==> src/rtl/munoc_wdata_downsizer.sv <==
// MUNOC slave-side W-channel downsizer: splits master-width write beats
// into slave-width beats with lane-selected data/strobes and generated WLAST.
module munoc_wdata_downsizer #(
    parameter int BW_MASTER_DATA = 128,
    parameter int BW_SLAVE_DATA  = 32,
    parameter int BW_LEN         = 8
) (
    input  logic                                 clk,
    input  logic                                 rst,
    input  logic                                 cmd_valid,
    output logic                                 cmd_ready,
    input  logic [2:0]                           cmd_size,
    input  logic [$clog2(BW_MASTER_DATA/8)-1:0]  cmd_offset,
    input  logic [BW_LEN-1:0]                    cmd_len,
    input  logic                                 m_wvalid,
    output logic                                 m_wready,
    input  logic [BW_MASTER_DATA-1:0]            m_wdata,
    input  logic [BW_MASTER_DATA/8-1:0]          m_wstrb,
    input  logic                                 m_wlast,
    output logic                                 s_wvalid,
    input  logic                                 s_wready,
    output logic [BW_SLAVE_DATA-1:0]             s_wdata,
    output logic [BW_SLAVE_DATA/8-1:0]           s_wstrb,
    output logic                                 s_wlast,
    output logic                                 err_last,
    output logic                                 err_size
);

    localparam int MB = BW_MASTER_DATA / 8;
    localparam int SB = BW_SLAVE_DATA / 8;
    localparam int SS = $clog2(SB);
    localparam int MS = $clog2(MB);
    localparam int R  = MB / SB;
    localparam int LW = (R > 1) ? $clog2(R) : 1;

    typedef enum logic {
        IDLE,
        ACTIVE
    } state_t;

    state_t            state;
    state_t            state_d;
    logic [2:0]        size_q;
    logic [MS-1:0]     offset_q;
    logic [BW_LEN-1:0] len_q;
    logic [BW_LEN-1:0] beat_cnt;
    logic [LW-1:0]     sub_cnt;

    logic          active;
    logic          wide;
    logic          last_sub;
    logic          beat_last;
    logic          s_fire;
    logic          cmd_fire;
    logic [LW-1:0] sub_max;
    logic [MS-1:0] lane_w;
    logic [LW-1:0] lane;
    logic [2:0]    size_c;
    logic [MS-1:0] align_mask;
    logic [MS-1:0] step;

    always_comb begin
        active     = (state == ACTIVE) && !rst;
        wide       = size_q > 3'(SS);
        sub_max    = LW'((32'd1 << (size_q - 3'(SS))) - 32'd1);
        last_sub   = !wide || (sub_cnt == sub_max);
        beat_last  = (beat_cnt == len_q);
        // sub_cnt is zero in narrow mode, so one sum covers both modes
        lane_w     = MS'(offset_q >> SS) + MS'(sub_cnt);
        lane       = lane_w[LW-1:0];
        size_c     = (cmd_size > 3'(MS)) ? 3'(MS) : cmd_size;
        align_mask = MS'((32'd1 << size_c) - 32'd1);
        step       = MS'(32'd1 << size_q);

        cmd_ready  = (state == IDLE) && !rst;
        cmd_fire   = cmd_ready && cmd_valid;
        s_wvalid   = active && m_wvalid;
        m_wready   = active && s_wready && last_sub;
        s_wlast    = active && beat_last && last_sub;
        s_fire     = s_wvalid && s_wready;
        s_wdata    = m_wdata[int'(lane)*BW_SLAVE_DATA +: BW_SLAVE_DATA];
        s_wstrb    = m_wstrb[int'(lane)*SB +: SB];
    end

    always_comb begin
        state_d = state;
        unique case (state)
            IDLE:   if (cmd_fire) state_d = ACTIVE;
            ACTIVE: if (s_fire && s_wlast) state_d = IDLE;
            default: state_d = IDLE;
        endcase
    end

    always_ff @(posedge clk) begin
        if (rst) begin
            state    <= IDLE;
            size_q   <= '0;
            offset_q <= '0;
            len_q    <= '0;
            beat_cnt <= '0;
            sub_cnt  <= '0;
            err_last <= 1'b0;
            err_size <= 1'b0;
        end else begin
            state <= state_d;
            if (cmd_fire) begin
                size_q   <= size_c;
                offset_q <= cmd_offset & ~align_mask;
                len_q    <= cmd_len;
                beat_cnt <= '0;
                sub_cnt  <= '0;
                if (cmd_size > 3'(MS)) err_size <= 1'b1;
            end
            if (s_fire) begin
                if (last_sub) begin
                    // master beat consumed: advance address, wrap mod MB
                    sub_cnt  <= '0;
                    offset_q <= offset_q + step;
                    beat_cnt <= beat_cnt + 1'b1;
                    if (m_wlast != beat_last) err_last <= 1'b1;
                end else begin
                    sub_cnt <= sub_cnt + 1'b1;
                end
            end
        end
    end

endmodule

==> config.mk <==
export PLATFORM = sky130hd
export DESIGN_NAME = munoc_wdata_downsizer
export DESIGN_NICKNAME = d
export VERILOG_FILES = /design/src/rtl/munoc_wdata_downsizer.sv
export SDC_FILE = /design/constraint.sdc
export NUM_CORES = 1
export LEC_CHECK = 0
export BUFFER_PORTS_ARGS = -buffer_cell sky130_fd_sc_hd__buf_2
export CAP_MARGIN = 30
export CORE_AREA = 2 2 94 74
export CTS_CLUSTER_SIZE = 20
export DETAILED_ROUTE_END_ITERATION = 7
export DIE_AREA = 0 0 96 76
export GPL_ROUTABILITY_DRIVEN = 1
export PLACE_DENSITY = 0.8
export SYNTH_ARGS = -nofsm -noshare
export SYNTH_HDL_FRONTEND = slang
export SYNTH_SLANG_ARGS = --single-unit
==> constraint.sdc <==
create_clock -name clk -period 2.64 [get_ports clk]
set_input_delay 0.528 -clock clk [delete_from_list [all_inputs] [get_ports clk]]
set_output_delay 0.528 -clock clk [all_outputs]
set_load 0.05 [all_outputs]
==> results_dict.tcl <==
set metrics [dict create \
    status "complete, no violations" \
    synthCells 236 \
    clk_latency_ns 0.28 \
    max_stage_delay_ns 0.39 \
    rows 26 \
    grt.overflow.total 0 \
    initial_core_util_pct 37.3 \
    cp_max_fo 11 \
    synth_edf_count 0 \
    worstSetupStartpointType "flip-flop" \
    wl_per_cell_um 19.3 \
    cts_hold_buf 0 \
    path_clk_slew_ns 0.10 \
    timing.final.crit_period_ns 2.61 \
    dp_cells 518 \
    finalMaxSlewViolations 0 \
    final-seq-area_sq_um 571 \
    ir_drop_mv 0.244 \
    cts_tree "done" \
    grt_pass1_wl_mm 13.9 \
    path_buf_inv 3 \
    antenna_cells 0 \
    ant_nets 0 \
    die_w_um 96 \
    syn_area_per_cell_sq_um 10.2 \
    cts_made_buffers 3 \
    worstHoldStart "cmd_len[4]" \
    cp.required_ns 2.11 \
    final_hold_viol_count 0 \
    crit_arrival_ns 2.08 \
    setup_ws_ns 0.0294 \
    cpLargestDelayFamily "buffers and inverters" \
    p_leak_uw 0.00175 \
    gp_congestion 1.05 \
    vias 2819 \
    instances_no_fill 526 \
    synthTopCellsByArea "mux4_2 34%, dfxtp_1 23%, xor2_1 4.7%" \
    die_h_um 76 \
    critical_path_class "reg -> out" \
    worst_pin_slew_ns 0.544 \
    power_density_nw_per_um2 377 \
    drt_iter0_drc 155 \
    synth_cell_types 42 \
    ys_warn_count 0 \
    cts_sinks 28 \
    post-route-drc-count 0 \
    antenna_found_initial 0 \
    fin_skew_ns 0.00450 \
    cp_cell_sequence "ha_2 -> xor2_2 -> xnor2_2 -> buf_4 -> buf_12 -> mux4_2 -> buf_2" \
    dp_hpwl_mm 8.47 \
    grt.total_usage_pct 25.1 \
    cts.htree.levels 1 \
    io_buffers 206 \
    ys.flop_type "dfxtp_1" \
    async_flop_share_pct 0 \
    totalWireLength_mm 10.2 \
    core-area_sq_um 6470 \
    r2r_start "size_q[2]" \
    hold_path_class "in -> reg" \
    crit_start "sub_cnt[0]" \
    dp_slack_ns 0.173 \
    synth_nets 409 \
    synth.top_cell.area_share_pct 33.5 \
    layout_worst_path_cycle_share_pct 98.9 \
    synth_seq_cells 28 \
    grt_pass1_vias 2671 \
    ioPinCount 207 \
    drv_cap 0 \
    critPathSlowestCell "dfxtp_4" \
    fmax_ghz 0.383 \
    dieArea_sq_um 7300 \
    vias_per_cell 5.36 \
    relSlewSlack_pct 63.7 \
    syn_area_sq_um 2420 \
    cts_buffer_depth 2 \
    multi_input_area_sq_um 1780 \
    clockRootBuffer "clkbuf_8" \
    setup_viol 0 \
    grt_max_degree 37 \
    whs_ns 0.436 \
    areaGrowthSynthToFinish_pct 55.9 \
    yosysTopAreaCell "mux4_2" \
    drt_pass1_iterations 5 \
    crit_path_end_kind "output pin" \
    drive_above_1_share_pct 61.3 \
    fillers 591 \
    ys_seq_area_share_pct 23.2 \
    fin_nets 616 \
]
routing by layer:
| metal | GRT usage, % | up-vias | share of wire (%) |
|---|---|---|---|
| li1 | - | 1312 | - |
| met1 | 33.1 | 1338 | 38 |
| met2 | 44.2 | 157 | 53 |
| met3 | 3.17 | 12 | 8.2 |
| met4 | 3.86 | 0 | 1.2 |
| met5 | 0 | - | 0 |
worst register-to-register path, delay by kind of cell (launching register included):
| family | cells | cell delay [ns] |
|---|---|---|
| AOI/OAI and AO/OA | 3 | 0.65 |
| adders and majority gates | 1 | 0.29 |
| buffers and inverters | 3 | 0.48 |
| DFF | 1 | 0.36 |
| and+or+nand+nor | 2 | 0.58 |
cells in the final DEF, fill, tap and decap left out, drive strengths merged, types with 2 or more instances in the layout:
master     n
or2        2
dfxtp     28
nor4       3
o21ai     14
a211oi     5
or3        3
a31oi      4
xor2      13
a311oi     2
clkbuf     6
a21oi      8
and2       2
nor3b      4
nand2     22
nand2b     9
a2111oi    2
inv        9
buf      216
ha         7
nand3b     3
nand3     14
nor2      13
xnor2      3
mux4      36
cell usage after synthesis, drive strengths merged (4+ instances only):
library cell and number:
buf 4, nor2 13, xor2 13, dfxtp 28, clkbuf 12, nand2b 9, ha 7, a21oi 8
a211oi 5, nor3b 4, mux4 36, nand2 22, inv 9, nand3 14, a31oi 4, o21ai 14
through the flow:
stage / util (%) / area, sq um / power (uW) / TNS (ns)
4_1_cts: 56.5 / 3650 / 1400 / 0
5_1_grt: 58.2 / 3770 / 1480 / -0.122
6_report: 58.2 / 3770 / 1420 / 0
2_1_floorplan: - / 2420 / 890 / 0
3_5_place_dp: 55.4 / 3590 / 1130 / 0
3_3_place_gp: 55.4 / 3590 / 1120 / 0
final cells by class:
| cell class | instances | area share [%] |
|---|---|---|
| clock buffer | 4 | 1.46 |
| inverter | 9 | 0.896 |
| multi-input combinational | 183 | 47.3 |
| sequential | 28 | 15.1 |
| tap | 84 | 2.79 |
| timing repair buffer | 218 | 32.4 |
final timing paths:
check | to | slack (ns) | depth (start not counted)
worst max register to register | beat_cnt[4] | 0.20 | 9
worst min register to register | err_last | 0.49 | 2
worst max-delay path | s_wstrb[3] | 0.03 | 7
worst min-delay path | len_q[4] | 0.44 | 3
power breakdown:
part	switching [uW]	leakage [uW]	internal, uW	total [uW]
registers	14.9	0.000230	439	454
logic	417	0.00149	274	691
clock network	142	0.0000288	134	276
cells by family (layout without fill, tap and decap cells):
kind of cell	count (synthesis)	after routing	synth area share, %
AOI/OAI and AO/OA	41	41	11.4
xor gates and xnor gates	16	16	5.80
adders and majority gates	8	8	4.45
buffers and inverters	25	231	3.98
DFF	28	28	23.2
muxes	37	37	34.0
and+or+nand+nor	81	81	17.2
repair_timing:
action                                  CTS  global route
pin swaps                                 0             4
cloned                                    0             2
resized for setup                         7            25
buffers inserted                          0             2
endpoints found under the setup margin   32            31
state kept, by name (all words and copies together) (netlist names):
register and cells:
beat_cnt 8, state 1, size_q 3, err_size 1, offset_q 4, len_q 8
sub_cnt 2, err_last 1
(Power assumes the default switching activity.)
